## config.mk

```make
export PLATFORM = sky130hd
export DESIGN_NAME = ex_mem_stage
export DESIGN_NICKNAME = d
export VERILOG_FILES = /design/src/rtl/ex_mem_stage.sv
export SDC_FILE = /design/constraint.sdc
export NUM_CORES = 1
export LEC_CHECK = 0
export CAP_MARGIN = 30
export CELL_PAD_IN_SITES_DETAIL_PLACEMENT = 1
export CELL_PAD_IN_SITES_GLOBAL_PLACEMENT = 1
export CORE_ASPECT_RATIO = 1.5
export CORE_UTILIZATION = 25
export DETAILED_ROUTE_END_ITERATION = 8
export PLACE_DENSITY_LB_ADDON = 0.15
export SYNTH_ARGS = -nofsm -noshare
export SYNTH_HDL_FRONTEND = slang
export SYNTH_SLANG_ARGS = --single-unit
```

## constraint.sdc

```tcl
create_clock -name i_clk -period 1.5 [get_ports i_clk]
set_input_delay 0.3 -clock i_clk [delete_from_list [all_inputs] [get_ports i_clk]]
set_output_delay 0.3 -clock i_clk [all_outputs]
set_load 0.005 [all_outputs]
```

## src/rtl/ex_mem_stage.sv

```systemverilog
// EX/MEM pipeline register of the 5-stage MIPS core: latches EX results, resolves
// branches and jumps into a one-cycle redirect, and runs the data-memory handshake.
module ex_mem_stage #(
    parameter int TIMEOUT = 15,
    parameter int CNT_W   = 4
) (
    input  logic        i_clk,
    input  logic        i_rst_n,
    input  logic        i_valid,
    input  logic        i_jump,
    input  logic        i_branch,
    input  logic        i_bne,
    input  logic        i_memToReg,
    input  logic        i_memWrite,
    input  logic        i_memRead,
    input  logic        i_regWrite,
    input  logic        i_zero,
    input  logic [31:0] i_aluResult,
    input  logic [31:0] i_writeData,
    input  logic [4:0]  i_writeReg,
    input  logic [31:0] i_branchTarget,
    input  logic [31:0] i_jumpTarget,
    input  logic        i_dmemAck,
    input  logic [31:0] i_dmemRdata,
    output logic        o_valid,
    output logic        o_memToReg,
    output logic        o_memWrite,
    output logic        o_memRead,
    output logic        o_regWrite,
    output logic [31:0] o_aluResult,
    output logic [31:0] o_writeData,
    output logic [4:0]  o_writeReg,
    output logic [31:0] o_readData,
    output logic        o_pcSrc,
    output logic [31:0] o_pcTarget,
    output logic        o_flush,
    output logic        o_dmemReq,
    output logic        o_dmemWe,
    output logic [31:0] o_dmemAddr,
    output logic [31:0] o_dmemWdata,
    output logic        o_busy,
    output logic        o_memErr
);

    // state  | meaning
    // S_IDLE | capturing one instruction per edge
    // S_WAIT | data-memory request outstanding, pipeline frozen
    typedef enum logic {S_IDLE, S_WAIT} state_t;

    localparam logic [CNT_W-1:0] CNT_LAST = CNT_W'(TIMEOUT - 1);

    state_t             state_q, state_d;
    logic [CNT_W-1:0]   cnt_q, cnt_d;
    logic               valid_q, valid_d;
    logic               mem_to_reg_q, mem_to_reg_d;
    logic               mem_write_q, mem_write_d;
    logic               mem_read_q, mem_read_d;
    logic               reg_write_q, reg_write_d;
    logic [31:0]        alu_result_q, alu_result_d;
    logic [31:0]        write_data_q, write_data_d;
    logic [4:0]         write_reg_q, write_reg_d;
    logic [31:0]        read_data_q, read_data_d;
    logic               pc_src_q, pc_src_d;
    logic [31:0]        pc_target_q, pc_target_d;
    logic               dmem_req_q, dmem_req_d;
    logic               dmem_we_q, dmem_we_d;
    logic               mem_err_q, mem_err_d;
    logic               taken;

    assign taken = i_jump | (i_branch & i_zero) | (i_bne & ~i_zero);

    always_comb begin
        state_d      = state_q;
        cnt_d        = cnt_q;
        valid_d      = valid_q;
        mem_to_reg_d = mem_to_reg_q;
        mem_write_d  = mem_write_q;
        mem_read_d   = mem_read_q;
        reg_write_d  = reg_write_q;
        alu_result_d = alu_result_q;
        write_data_d = write_data_q;
        write_reg_d  = write_reg_q;
        read_data_d  = read_data_q;
        pc_src_d     = 1'b0;
        pc_target_d  = pc_target_q;
        dmem_req_d   = dmem_req_q;
        dmem_we_d    = dmem_we_q;
        mem_err_d    = mem_err_q;

        if (state_q == S_IDLE) begin
            // The instruction behind a redirect is on the wrong path and is squashed here.
            if (!i_valid || pc_src_q) begin
                valid_d      = 1'b0;
                mem_to_reg_d = 1'b0;
                mem_write_d  = 1'b0;
                mem_read_d   = 1'b0;
                reg_write_d  = 1'b0;
                alu_result_d = '0;
                write_data_d = '0;
                write_reg_d  = '0;
            end else begin
                valid_d      = 1'b1;
                mem_to_reg_d = i_memToReg;
                mem_write_d  = i_memWrite;
                mem_read_d   = i_memRead;
                reg_write_d  = i_regWrite;
                alu_result_d = i_aluResult;
                write_data_d = i_writeData;
                write_reg_d  = i_writeReg;
                if (taken) begin
                    pc_src_d    = 1'b1;
                    pc_target_d = i_jump ? i_jumpTarget : i_branchTarget;
                end
                if (i_memRead || i_memWrite) begin
                    state_d    = S_WAIT;
                    dmem_req_d = 1'b1;
                    dmem_we_d  = i_memWrite;
                    cnt_d      = '0;
                end
            end
        end else begin
            if (i_dmemAck) begin
                if (!dmem_we_q) begin
                    read_data_d = i_dmemRdata;
                end
                dmem_req_d = 1'b0;
                state_d    = S_IDLE;
            end else if (cnt_q == CNT_LAST) begin
                // Abort: the load result is meaningless, so suppress its writeback.
                dmem_req_d  = 1'b0;
                mem_err_d   = 1'b1;
                read_data_d = '0;
                reg_write_d = 1'b0;
                state_d     = S_IDLE;
            end else begin
                cnt_d = cnt_q + 1'b1;
            end
        end
    end

    always_ff @(posedge i_clk or negedge i_rst_n) begin
        if (!i_rst_n) begin
            state_q      <= S_IDLE;
            cnt_q        <= '0;
            valid_q      <= 1'b0;
            mem_to_reg_q <= 1'b0;
            mem_write_q  <= 1'b0;
            mem_read_q   <= 1'b0;
            reg_write_q  <= 1'b0;
            alu_result_q <= '0;
            write_data_q <= '0;
            write_reg_q  <= '0;
            read_data_q  <= '0;
            pc_src_q     <= 1'b0;
            pc_target_q  <= '0;
            dmem_req_q   <= 1'b0;
            dmem_we_q    <= 1'b0;
            mem_err_q    <= 1'b0;
        end else begin
            state_q      <= state_d;
            cnt_q        <= cnt_d;
            valid_q      <= valid_d;
            mem_to_reg_q <= mem_to_reg_d;
            mem_write_q  <= mem_write_d;
            mem_read_q   <= mem_read_d;
            reg_write_q  <= reg_write_d;
            alu_result_q <= alu_result_d;
            write_data_q <= write_data_d;
            write_reg_q  <= write_reg_d;
            read_data_q  <= read_data_d;
            pc_src_q     <= pc_src_d;
            pc_target_q  <= pc_target_d;
            dmem_req_q   <= dmem_req_d;
            dmem_we_q    <= dmem_we_d;
            mem_err_q    <= mem_err_d;
        end
    end

    assign o_valid     = valid_q;
    assign o_memToReg  = mem_to_reg_q;
    assign o_memWrite  = mem_write_q;
    assign o_memRead   = mem_read_q;
    assign o_regWrite  = reg_write_q;
    assign o_aluResult = alu_result_q;
    assign o_writeData = write_data_q;
    assign o_writeReg  = write_reg_q;
    assign o_readData  = read_data_q;
    assign o_pcSrc     = pc_src_q;
    assign o_flush     = pc_src_q;
    assign o_pcTarget  = pc_target_q;
    assign o_dmemReq   = dmem_req_q;
    assign o_dmemWe    = dmem_we_q;
    assign o_dmemAddr  = alu_result_q;
    assign o_dmemWdata = write_data_q;
    assign o_busy      = (state_q == S_WAIT);
    assign o_memErr    = mem_err_q;

endmodule

```

# Word level (Yosys, flattened, before mapping)
# Cells that the tools add are included.
[totals]
register_bits = 147
input_bits = 177
out_inout_bits = 208
elab_cells = 76
[op_classes]
addsub = 1
n_eq_ne = 7
muxes = 32
bitwise = 8
n_reduce_logical = 12
[op_table]
columns = ["cell", "count"]
rows = [
  ["2-to-1 mux 32 bit", 6],
  ["2-to-1 mux 1 bit", 20],
  ["2-to-1 mux 4 bit", 5],
  ["AND reduction 3 bit", 5],
  ["!= test 2 bit, second input constant", 4],
  ["2-to-1 mux 5 bit", 1],
  ["adder 4 x 1 -> 4 bit, second input constant", 1],
  ["equality test 4 bit, second input constant", 1],
  ["NOT 1 bit", 4],
  ["AND reduction 4 bit", 1],
  ["nonzero test 2 bit", 2],
  ["!= test 3 x 2 -> 1 bit, second input constant", 1],
  ["bitwise AND 1 bit", 2],
  ["logical OR 1 bit", 2],
  ["!= test 2 x 1 -> 1 bit, second input constant", 1],
  ["bitwise OR 1 bit", 2],
  ["AND reduction 2 bit", 1],
  ["zero test 1 bit", 1],
]

# Logic depth before layout (Yosys ltp)
[logic_depth]
depth_word = 6
ltp_mapped = 6
ltp_nobuf = 5

# Least setup slack after synthesis
# No wires, ideal clock.
[synth_timing]
path_type = "register to register"
from = "register state_q (netlist: o_busy)"
to = "register pc_target_q[10] (netlist: o_pcTarget[10])"
setup_ps = 125
t_arrival_ps = 1523
t_required_ps = 1375
slack_ps = -148
path_stages_with_launch = 5
n_path_buf = 1
synth_period_minus_slack_ps = 1648
cell_sequence = "dfrtp_1 -> or3b_4 -> a21oi_4 -> buf_6 -> mux2_2"
[synth_between]
elab_chain_len = 2
[synth_rtl]
columns = ["element", "line_no", "source"]
rows = [
  ["start, declared", "52", "state_t state_q, state_d;"],
  ["start signal, assigned", "160", "state_q <= state_d;"],
  ["NOT 1 bit (no source line)", "n/a", ""],
  ["AND reduction 3 bit (no source line)", "n/a", ""],
  ["end signal, assigned", "172", "pc_target_q <= pc_target_d;"],
  ["end, declared", "64", "logic [31:0] pc_target_q, pc_target_d;"],
]
# No other way between the ends.
# A chain may end at the register's enable or synchronous reset.

# Worst setup path in the final report
[layout_timing]
from = "register state_q (netlist: o_busy)"
to = "register pc_target_q[6] (netlist: o_pcTarget[6])"
# The elaborated chain is that of the path after synthesis.

==> results.py <==
metrics = {
    "clock_tree": {
        "htreeDepth": 4,
        "cts_buffers": 17,
        "cts_tree": "done",
        "clockRootBuffer": "clkbuf_16",
        "path_clk_slew_ns": 0.06,
        "cts_buffer_depth": 2,
        "clock_latency_ns": 0.43,
        "numClockSinks": 147,
    },
    "timing": {
        "finClkSkew_ns": 0.00896,
        "tightest_slew_ns": 0.353,
        "period_needed_ns": 1.74,
        "relSlewSlack": 0.758,
        "fin_crit_sh": 1.16,
        "rsz0062_at_grt": "yes",
        "setup_slack_ns": -0.237,
        "maxClockFrequency_mhz": 576,
        "finalMaxSlewViolations": 0,
        "setup_viol": 57,
        "final-hold-violation-count": 0,
    },
    "synthesis": {
        "yosysSeqAreaShare": 0.564,
        "netlist_instances": 603,
        "avgSynthCellArea_um2": 10.8,
        "synth_cell_types": 29,
        "yosysWarnings": 0,
        "mappedNetlistNets": 782,
        "synthesis.area_um2": 6520,
        "synth_seq_cells": 147,
    },
    "worst_hold_path": {
        "hold_path_class": "in2async",
    },
    "placed_design": {
        "post-place-cells": 1250,
        "dp_slack_ns": -0.556,
        "place.gp.congestion": 0.748,
        "port_buffers": 384,
        "dp_hpwl_um": 16400,
        "place_area_um2": 10500,
    },
    "route": {
        "drt_iter0_drc": 119,
        "postRouteAntennaNets": 0,
        "vias": 5809,
        "vias_per_cell": 4.32,
        "wl_per_cell_um": 17.6,
        "wl_um": 23600,
        "first_pass_iters": 6,
        "drc": 0,
    },
    "power_and_ir_drop": {
        "ir_drop_mv": 0.861,
        "p_int_mw": 11.2,
        "powerDensity_nw_per_um2": 1360,
        "pwr-share-comb": 0.335,
        "clkPwrFrac": 0.295,
        "total_leakage_power_nw": 5.58,
        "p_switching_mw": 4.42,
        "p_seq_frac": 0.370,
        "switching_share": 0.283,
    },
    "floorplan": {
        "fp.dieW_um": 134,
        "die_area_um2": 26700,
        "io-pin-count": 385,
        "start_util": 0.254,
        "coreArea_um2": 25700,
        "fp-row-count": 72,
        "dieHeight_um": 200,
    },
    "layout": {
        "fin_nets": 1178,
        "antenna_cells": 0,
        "area.growth.synth_to_final_pct": 76.4,
        "fin_cells": 1345,
        "stdcell_area_um2": 11500,
        "layout-drive-gt1-share": 0.217,
    },
    "grt": {
        "grt_use_total": 0.174,
        "grt_pass1_vias": 6221,
        "antenna_found_initial": 1,
        "grt_pass1_wl_um": 35200,
        "grt_max_degree": 88,
        "grt.overflow.total": 0,
    },
    "critical_path": {
        "setup.worst_path.class": "reg2reg",
        "worst-path-max-fanout": 13,
        "crit_required_ns": 1.81,
        "critPathCaptureType": "flop",
        "worstSetupStartpointType": "flop",
        "arrival_ns": 2.05,
    },
    "status": {
        "outcome": "complete, but fails checks",
        "failed_checks": "negative setup slack",
    },
    "run": {
        "max_cap_violations": 0,
    },
}
==> critical path, cell delays in order, from the launching register on <==
cell and delay, ns:
dfrtp_4 0.47, or3b_4 0.39, a21oi_4 0.14, buf_4 0.14, buf_12 0.13, mux2_2 0.33
==> routing by layer <==
metal,GRT usage,part of all wire
met5,0,0.00051
met4,0.0673,0.019
met3,0.0402,0.052
met2,0.322,0.55
met1,0.190,0.38
==> cell usage after synthesis, drive strengths merged <==
cell type  count  area share
or2            1     0.00096
inv            5      0.0029
a21oi          3      0.0040
clkbuf        29       0.017
nand4          1     0.00096
mux2          64        0.11
and4b          1      0.0015
nor3b          1      0.0012
nor2b          5      0.0048
or3b           1      0.0017
nand2        147       0.085
ha             2      0.0038
a22o          35       0.047
nand2b         1     0.00096
nand3          4      0.0031
o21ai         74       0.057
and2           1     0.00096
or3            1     0.00096
and3           1     0.00096
o32ai          1      0.0013
a21o           1      0.0012
o211ai         2      0.0023
dfrtp        147        0.56
buf           74       0.085
mux2i          1      0.0015
==> what timing repair did <==
action / CTS / global route
setup buffers: 56 / 3
hold buffers: 1 / 0
endpoints found under the hold margin: 24 / 0
endpoints found under the setup margin: 245 / 80
gates resized for setup: 274 / 29
pin swaps: 0 / 3
cloned: 1 / 3
==> power by group through the flow <==
stage	Sequential, mW	Clock, mW	Combinational (mW)
CTS	5.78	4.76	5.23
finish	5.77	4.61	5.22
floorplan	5.89	0	1.86
global route	5.91	4.87	5.67
global placement	5.87	0	5.53
detailed placement	5.89	0	5.60
==> cells in the final DEF, fill, tap and decap left out, types with 2 or more instances in the layout <==
cell             synthesis  routed
a21oi_1                  2       2
a22o_1                  35      34
buf_12                   0      13
buf_2                    6       5
buf_4                   65      62
buf_6                    3      18
bufinv_16                0       3
clkbuf_1                29       2
clkbuf_16                0      19
clkbuf_2                 0      13
clkbuf_8                 0       6
clkdlybuf4s15_1          0      22
clkdlybuf4s50_1          0     175
clkinv_2                 0       2
dfrtp_1                147     146
dlygate4sd2_1            0     168
inv_1                    5       4
mux2_2                  64      63
nand2_1                147     146
nand3_1                  4       4
nor2b_1                  5       4
o211ai_1                 2       2
o21ai_0                 73      72
==> kinds of logic after synthesis <==
family | Yosys count | synth area share
AOI/OAI and AO/OA | 116 | 0.113
adders and majority gates | 2 | 0.00384
buffers and inverters | 108 | 0.104
DFF | 147 | 0.564
muxes | 65 | 0.112
and+or+nand+nor | 165 | 0.103
==> path summary, 6_finish.rpt <==
check	start	end	slack [ns]	cells past startpoint
setup / recovery	o_busy	o_pcTarget[6]	-0.24	5
hold / removal	i_rst_n	o_dmemWdata[18]	0.34	2
setup reg to reg	o_busy	o_pcTarget[6]	-0.24	5
hold reg to reg	o_memErr	o_memErr	0.47	1
max in group asynchronous	i_rst_n	o_pcTarget[13]	0.60	3
min in group i_clk	i_writeData[12]	o_dmemWdata[12]	0.41	3
==> area by class of cell <==
cell class                 instances  area [um^2]
sequential                       147         3680
timing repair buffer             480         4540
tap                              333          417
clock inverter                     7          118
inverter                           5         18.8
clock buffer                      25          515
multi-input combinational        348         2210
fill                            2851        14200
==> state kept, by name, summed over array words and instances, names as in the netlist <==
signal,cells
o_regWrite,1
o_writeReg,5
o_readData,32
o_memErr,1
cnt_q,4
o_valid,1
o_aluResult,32
o_pcTarget,32
o_dmemWe,1
o_busy,1
o_dmemWdata,32
o_memWrite,1
o_dmemReq,1
o_flush,1
o_memToReg,1
o_memRead,1
==> metrics by stage <==
step            util  power, mW  hold WS, ns  setup TNS (ns)
3_3_place_gp   0.410       11.4        0.232          -33.15
5_1_grt        0.448       16.5        0.375          -10.76
2_1_floorplan      -       7.76      0.00441           -4.28
4_1_cts        0.446       15.8        0.335           -7.47
6_report       0.448       15.6        0.342           -7.62
3_5_place_dp   0.410       11.5        0.234          -35.82
Note: power is estimated with default switching activity, not from simulation.
==> edit 1: new RTL, same settings <==
`alu_result_q`, `write_data_q` and `read_data_q` no longer have a reset.
--- a/src/rtl/ex_mem_stage.sv
+++ b/src/rtl/ex_mem_stage.sv
@@ -147,10 +147,7 @@
             mem_write_q  <= 1'b0;
             mem_read_q   <= 1'b0;
             reg_write_q  <= 1'b0;
-            alu_result_q <= '0;
-            write_data_q <= '0;
             write_reg_q  <= '0;
-            read_data_q  <= '0;
             pc_src_q     <= 1'b0;
             pc_target_q  <= '0;
             dmem_req_q   <= 1'b0;
@@ -164,16 +161,19 @@
             mem_write_q  <= mem_write_d;
             mem_read_q   <= mem_read_d;
             reg_write_q  <= reg_write_d;
-            alu_result_q <= alu_result_d;
-            write_data_q <= write_data_d;
             write_reg_q  <= write_reg_d;
-            read_data_q  <= read_data_d;
             pc_src_q     <= pc_src_d;
             pc_target_q  <= pc_target_d;
             dmem_req_q   <= dmem_req_d;
             dmem_we_q    <= dmem_we_d;
             mem_err_q    <= mem_err_d;
         end
+    end
+
+    always_ff @(posedge i_clk) begin
+        alu_result_q <= alu_result_d;
+        write_data_q <= write_data_d;
+        read_data_q  <= read_data_d;
     end
 
     assign o_valid     = valid_q;
Check against the original RTL: not equivalent (a bounded check fails within 4 cycles, from zero or initial values and one cycle with i_rst_n low).
==> edit 1 against the original RTL <==
- the flow still finishes with violations (setup timing)
- sequential cell count unchanged
- area after synthesis is 0.56% higher
- design area down 3.6%
- clock power is 13% lower
- routed wire length is 14% lower
- first-iteration DRC count is 18% lower
- power decreased by 12%
- worst setup slack better by 0.16 ns
- critical endpoint is now o_pcTarget[23]
- largest power group unchanged
==> edit 1: results (changes against the original RTL) <==
* status: complete, but fails checks
* violated checks: setup timing
* number of design-rule violations left by the first detailed-router iteration: 97, -18%
* 1st-pass router iterations: 4, -2
* average vias per placed instance: 4.13, -4.5%
* number of cells in the design after placement: 1097, -12%
* # setup viols final: 33, -42%
* Seq/Total Area, Yosys: 0.635, +0.0702
* most common library cells after synthesis: and2_1 (96), edfxtp_1 (96), buf_4 (65), dfrtp_1 (51), mux2_2 (36)
* Crit Path Max Fanout: 5, -8
* Worst R2R Path Depth: 6, +1
* Synth Area in Compound Gates: 0.0231, -0.0896
* RD Place Congestion: 0.733, -2.1%
* worst-margin pin slew: 0.302 ns, -0.0513 ns
* worst path setup slack after routing: -0.0820 ns, +0.155 ns
* number of enable flip-flop cells after synthesis: 96, +96
* slowest cell on the critical path: dfrtp_1
* unique cell type count in the Yosys netlist: 28, -3.4%
* Data arrival, critical path: 1.89 ns, -0.16 ns
* Total Wirelength: 20.3 mm, -14%
* fraction of layout instances using a drive strength above 1: 0.198, -0.0194
* wire length of the first global-routing pass: 30.7 mm, -13%
* net count after synthesis: 619, -21%
* gate count of the mapped netlist: 440, -27%
* worst IR drop on VDD: 785 uV, -8.8%
* largest net degree at the start of global routing: 52, -41%
* global-route usage over all layers: 0.153, -0.0205
* adder and majority gate portion of the synthesized area: 0.00382, -0.0000213
* Max Root-Sink Buffers: 2, unchanged
* fraction of synthesized area in multiplexers: 0.135, +0.0231
* most frequently used flop master after synthesis: edfxtp_1
* Layout Nets: 980, -17%
* top cells by area, synth: edfxtp_1 (44%), dfrtp_1 (19%), and2_1 (9.2%)
* routed vias: 4728, -19%
* critical path's largest stage delay: 0.39 ns, -0.08 ns
* initial antenna violation count: 0, -1
* number of fill cells in the layout: 2726, -4.4%
* vias in the first global route: 5280, -15%
* post-detailed-placement half-perimeter wirelength: 15.2 mm, -7.1%
[edit 1: final cells by class]
cell class | instances | share of cell area
Inverter | 4 | 0.00169
Multi-Input combinational cell | 202 | 0.164
Clock buffer | 19 | 0.0391
Tap cell | 333 | 0.0376
Timing Repair Buffer | 429 | 0.373
Clock inverter | 12 | 0.00982
Sequential cell | 147 | 0.375
[edit 1: kinds of logic (layout without fill, tap and decap cells)]
logic type / count (synthesis) / in the layout
fa+ha+maj: 2 / 2
simple gates: 113 / 113
flops: 147 / 147
compound gates: 18 / 18
buf+inv: 91 / 464
mux: 69 / 69
[edit 1: tightest hold or removal path, delay by kind of cell]
kind                   cells  cell delay (ns)
buffers and inverters      3             0.90
[edit 1: layer usage]
metal / track usage / wire length [um] / up-vias
li1: - / - / 2177
met1: 0.154 / 7050 / 2278
met5: 0 / 0 / -
met2: 0.285 / 11000 / 255
met3: 0.0557 / 1900 / 18
met4: 0.0546 / 295 / 0
[edit 1: report_power, final]
| part | total [W] | leakage, nW | switching [W] | internal [W] |
|---|---|---|---|---|
| logic | 0.00394 | 3.02 | 0.00144 | 0.00250 |
| clock network | 0.00400 | 0.253 | 0.00173 | 0.00227 |
| registers | 0.00575 | 1.60 | 0.000475 | 0.00527 |
| total | 0.0137 | 4.87 | 0.00364 | 0.0100 |
[edit 1: metrics by stage]
step	TNS, ns	setup WS [ns]	total power (W)	cell area (um2)
3_3_place_gp	-26.32	-0.426	0.0102	10500
3_5_place_dp	-28.28	-0.451	0.0104	10500
4_1_cts	-2.81	-0.121	0.0139	11000
2_1_floorplan	-25.06	-0.380	0.00754	6610
6_report	-1.09	-0.0820	0.0137	11100
5_1_grt	-5.42	-0.148	0.0144	11100
[edit 1: timing repair]
item / in CTS / in global routing
gates resized for setup: 238 / 6
gates cloned: 2 / 2
hold endpoints to repair: 51 / 0
setup buffers: 14 / 2
hold buffers: 1 / 0
setup endpoints to repair: 240 / 73
pin swaps: 1 / 0
[edit 1: worst paths after layout]
path	to	slack, ns
setup / recovery	o_pcTarget[23]	-0.08
hold / removal	o_pcTarget[27]	0.39
setup reg to reg	o_pcTarget[23]	-0.08
min in group i_clk	o_regWrite	0.44
max in group asynchronous	o_valid	0.84
hold reg to reg	o_memErr	0.47
==> edit 2: new RTL, config.mk and constraints unchanged <==
Without the edit above. Set the parameter `CNT_W` to 6 (it was 4).
--- a/src/rtl/ex_mem_stage.sv
+++ b/src/rtl/ex_mem_stage.sv
@@ -2,7 +2,7 @@
 // branches and jumps into a one-cycle redirect, and runs the data-memory handshake.
 module ex_mem_stage #(
     parameter int TIMEOUT = 15,
-    parameter int CNT_W   = 4
+    parameter int CNT_W   = 6
 ) (
     input  logic        i_clk,
     input  logic        i_rst_n,
Function: same outputs for any inputs over 4 cycles, from zero or initial values and one cycle with i_rst_n low; that may be too few to reach the edited logic, so the function may still have changed.
==> edit 2 against the original RTL <==
- the run still ends with setup timing left
- design area up 11%
- critical path depth decreased by 1
- power up 9.6%
- worst setup slack lost 0.020 ns
- synthesized cell count is 4.0% lower
- area after synthesis grew 9.9%
- non-clock buffer count is 66 higher
- sequential cell count up 2
- routed wire length up 26%
- critical endpoint is now o_pcTarget[1]
- largest power group is now combinational cells
==> edit 2: results (changes against the original RTL) <==
* status: complete, but fails checks
* violated checks: setup timing
* top cells by area, synth: dfrtp_1 (52%), a22o_1 (13%), mux2_2 (9.9%)
* number of non-clock inverters: 2, -3
* number of fill cells in the layout: 2996, +5.1%
* global-route met3 utilization: 0.0406, +0.000460
* post-CTS setup buffer count: 110, +96%
* cts repair resizes: 312, +14%
* initial antenna violation count: 1, unchanged
* number of design-rule violations left by the first detailed-router iteration: 226, +90%
* routed vias: 6549, +13%
* number of antenna repair diodes: 1, +1
* Seq/Total Area, Yosys: 0.521, -0.0438
* count of sequential standard cells: 149, +1.4%
* RD Place Congestion: 0.798, +6.6%
* fraction of layout instances using a drive strength above 1: 0.288, +0.0708
* largest net degree at the start of global routing: 54, -39%
* Post-Route Skew: 0.00760 ns, -0.00135 ns
* Core Box Area: 0.0281 mm2, +9.3%
* clock-cell share of area: 0.0456, -0.00946
* unique cell type count in the Yosys netlist: 34, +17%
* fraction of standard cell area in multi-input logic: 0.219, +0.0263
* critical path's largest stage delay: 0.48 ns
* # setup viols final: 144, +150%
* Port-buffer cells: 384, unchanged
* Crit Path Max Fanout: 14, +1
* number of enable flip-flop cells after synthesis: 0, unchanged
* layout-stage area growth over the synthesis result: 78.2%
* adder and majority gate portion of the synthesized area: 0.00349, -0.000345
* grt met2 use: 0.387, +0.0652
* Pleak: 5.99 nW, +7.5%
* number of multi-input combinational cells in the layout: 315, -9.5%
* Detail Route met3 WL: 1.29 mm, +5.7%
* synthesized-area fraction occupied by xor and xnor cells: 0, unchanged
* fraction of synthesized area in multiplexers: 0.106, -0.00572
* worst IR drop on VDD: 760 uV, -12%
* vias in the first global route: 7502, +21%
* layout buffering overhead excluding clock cells: 0.408, +0.0140
* max_slew headroom: 0.791, +0.0331
* most common library cells after synthesis: dfrtp_1 (149), a22o_1 (104), nor2b_1 (67), buf_4 (65), mux2_2 (63)
* post-detailed-placement half-perimeter wirelength: 19.9 mm, +21%
* Routed met2 length: 16.6 mm, +29%
* wire length of the first global-routing pass: 44.8 mm, +28%
* footprint of the flip-flops and latches: 0.00373 mm2, +1.4%
* net count after synthesis: 758, -3.1%
* number of cells in the design after placement: 1239, -0.88%
* switching part of the total power: 0.301, +0.0173
* buffer count excluding the clock tree in the final layout: 546, +14%
* global-route usage over all layers: 0.203, +0.0290
* clock buffer count in the final layout: 21, -16%
* worst path setup slack after routing: -0.257 ns, -0.0200 ns
* Synth Area in Compound Gates: 0.189, +0.0765
* Max Root-Sink Buffers: 2, unchanged
* total routed wire length on the met1 layer: 11.0 mm, +22%
* average wire per cell in the routed design: 21.4 um, +22%
* gate count of the mapped netlist: 579, -4.0%
* met1 routing resource usage after global routing: 0.216, +0.0259
* area post-placement: 0.0112 mm2, +6.2%
* top routing layer in use: met4
* Total Wirelength: 29.7 mm, +26%
==> edit 2: path summary, 6_finish.rpt <==
kind                                    to      start  slack, ns  cells past startpoint
hold / removal             o_dmemWdata[28]    i_rst_n       0.31                      2
min in group i_clk          o_readData[22]  i_dmemAck       0.36                      2
max in group asynchronous    o_pcTarget[6]    i_rst_n       0.58                      3
setup reg to reg             o_pcTarget[1]     o_busy      -0.26                      4
setup / recovery             o_pcTarget[1]     o_busy      -0.26                      4
hold reg to reg                   o_memErr   o_memErr       0.47                      1
==> edit 2: power by group through the flow <==
stage | Combinational [W] | Sequential [W] | Clock [W]
floorplan | 0.00276 | 0.00582 | 0
global placement | 0.00624 | 0.00591 | 0
detailed placement | 0.00643 | 0.00597 | 0
CTS | 0.00711 | 0.00572 | 0.00447
global route | 0.00759 | 0.00585 | 0.00461
finish | 0.00707 | 0.00572 | 0.00429
==> edit 2: per-stage QoR <==
| stage | hold slack [ns] | TNS (ns) | power (W) | setup WS [ns] |
|---|---|---|---|---|
| detailed placement | 0.197 | -33.42 | 0.0124 | -0.551 |
| floorplan | 0.00441 | -9.52 | 0.00858 | -0.234 |
| global route | 0.309 | -24.74 | 0.0181 | -0.304 |
| CTS | 0.293 | -13.97 | 0.0173 | -0.255 |
| finish | 0.308 | -16.87 | 0.0171 | -0.257 |
| global placement | 0.188 | -30.63 | 0.0121 | -0.525 |
==> edit 2: critical path, delay by kind of cell, from the launching register on <==
| family | cells | cell delay (ns) |
|---|---|---|
| DFF | 1 | 0.48 |
| buffers and inverters | 1 | 0.20 |
| and+or+nand+nor | 1 | 0.43 |
| AOI/OAI and AO/OA | 1 | 0.17 |
| muxes | 1 | 0.35 |
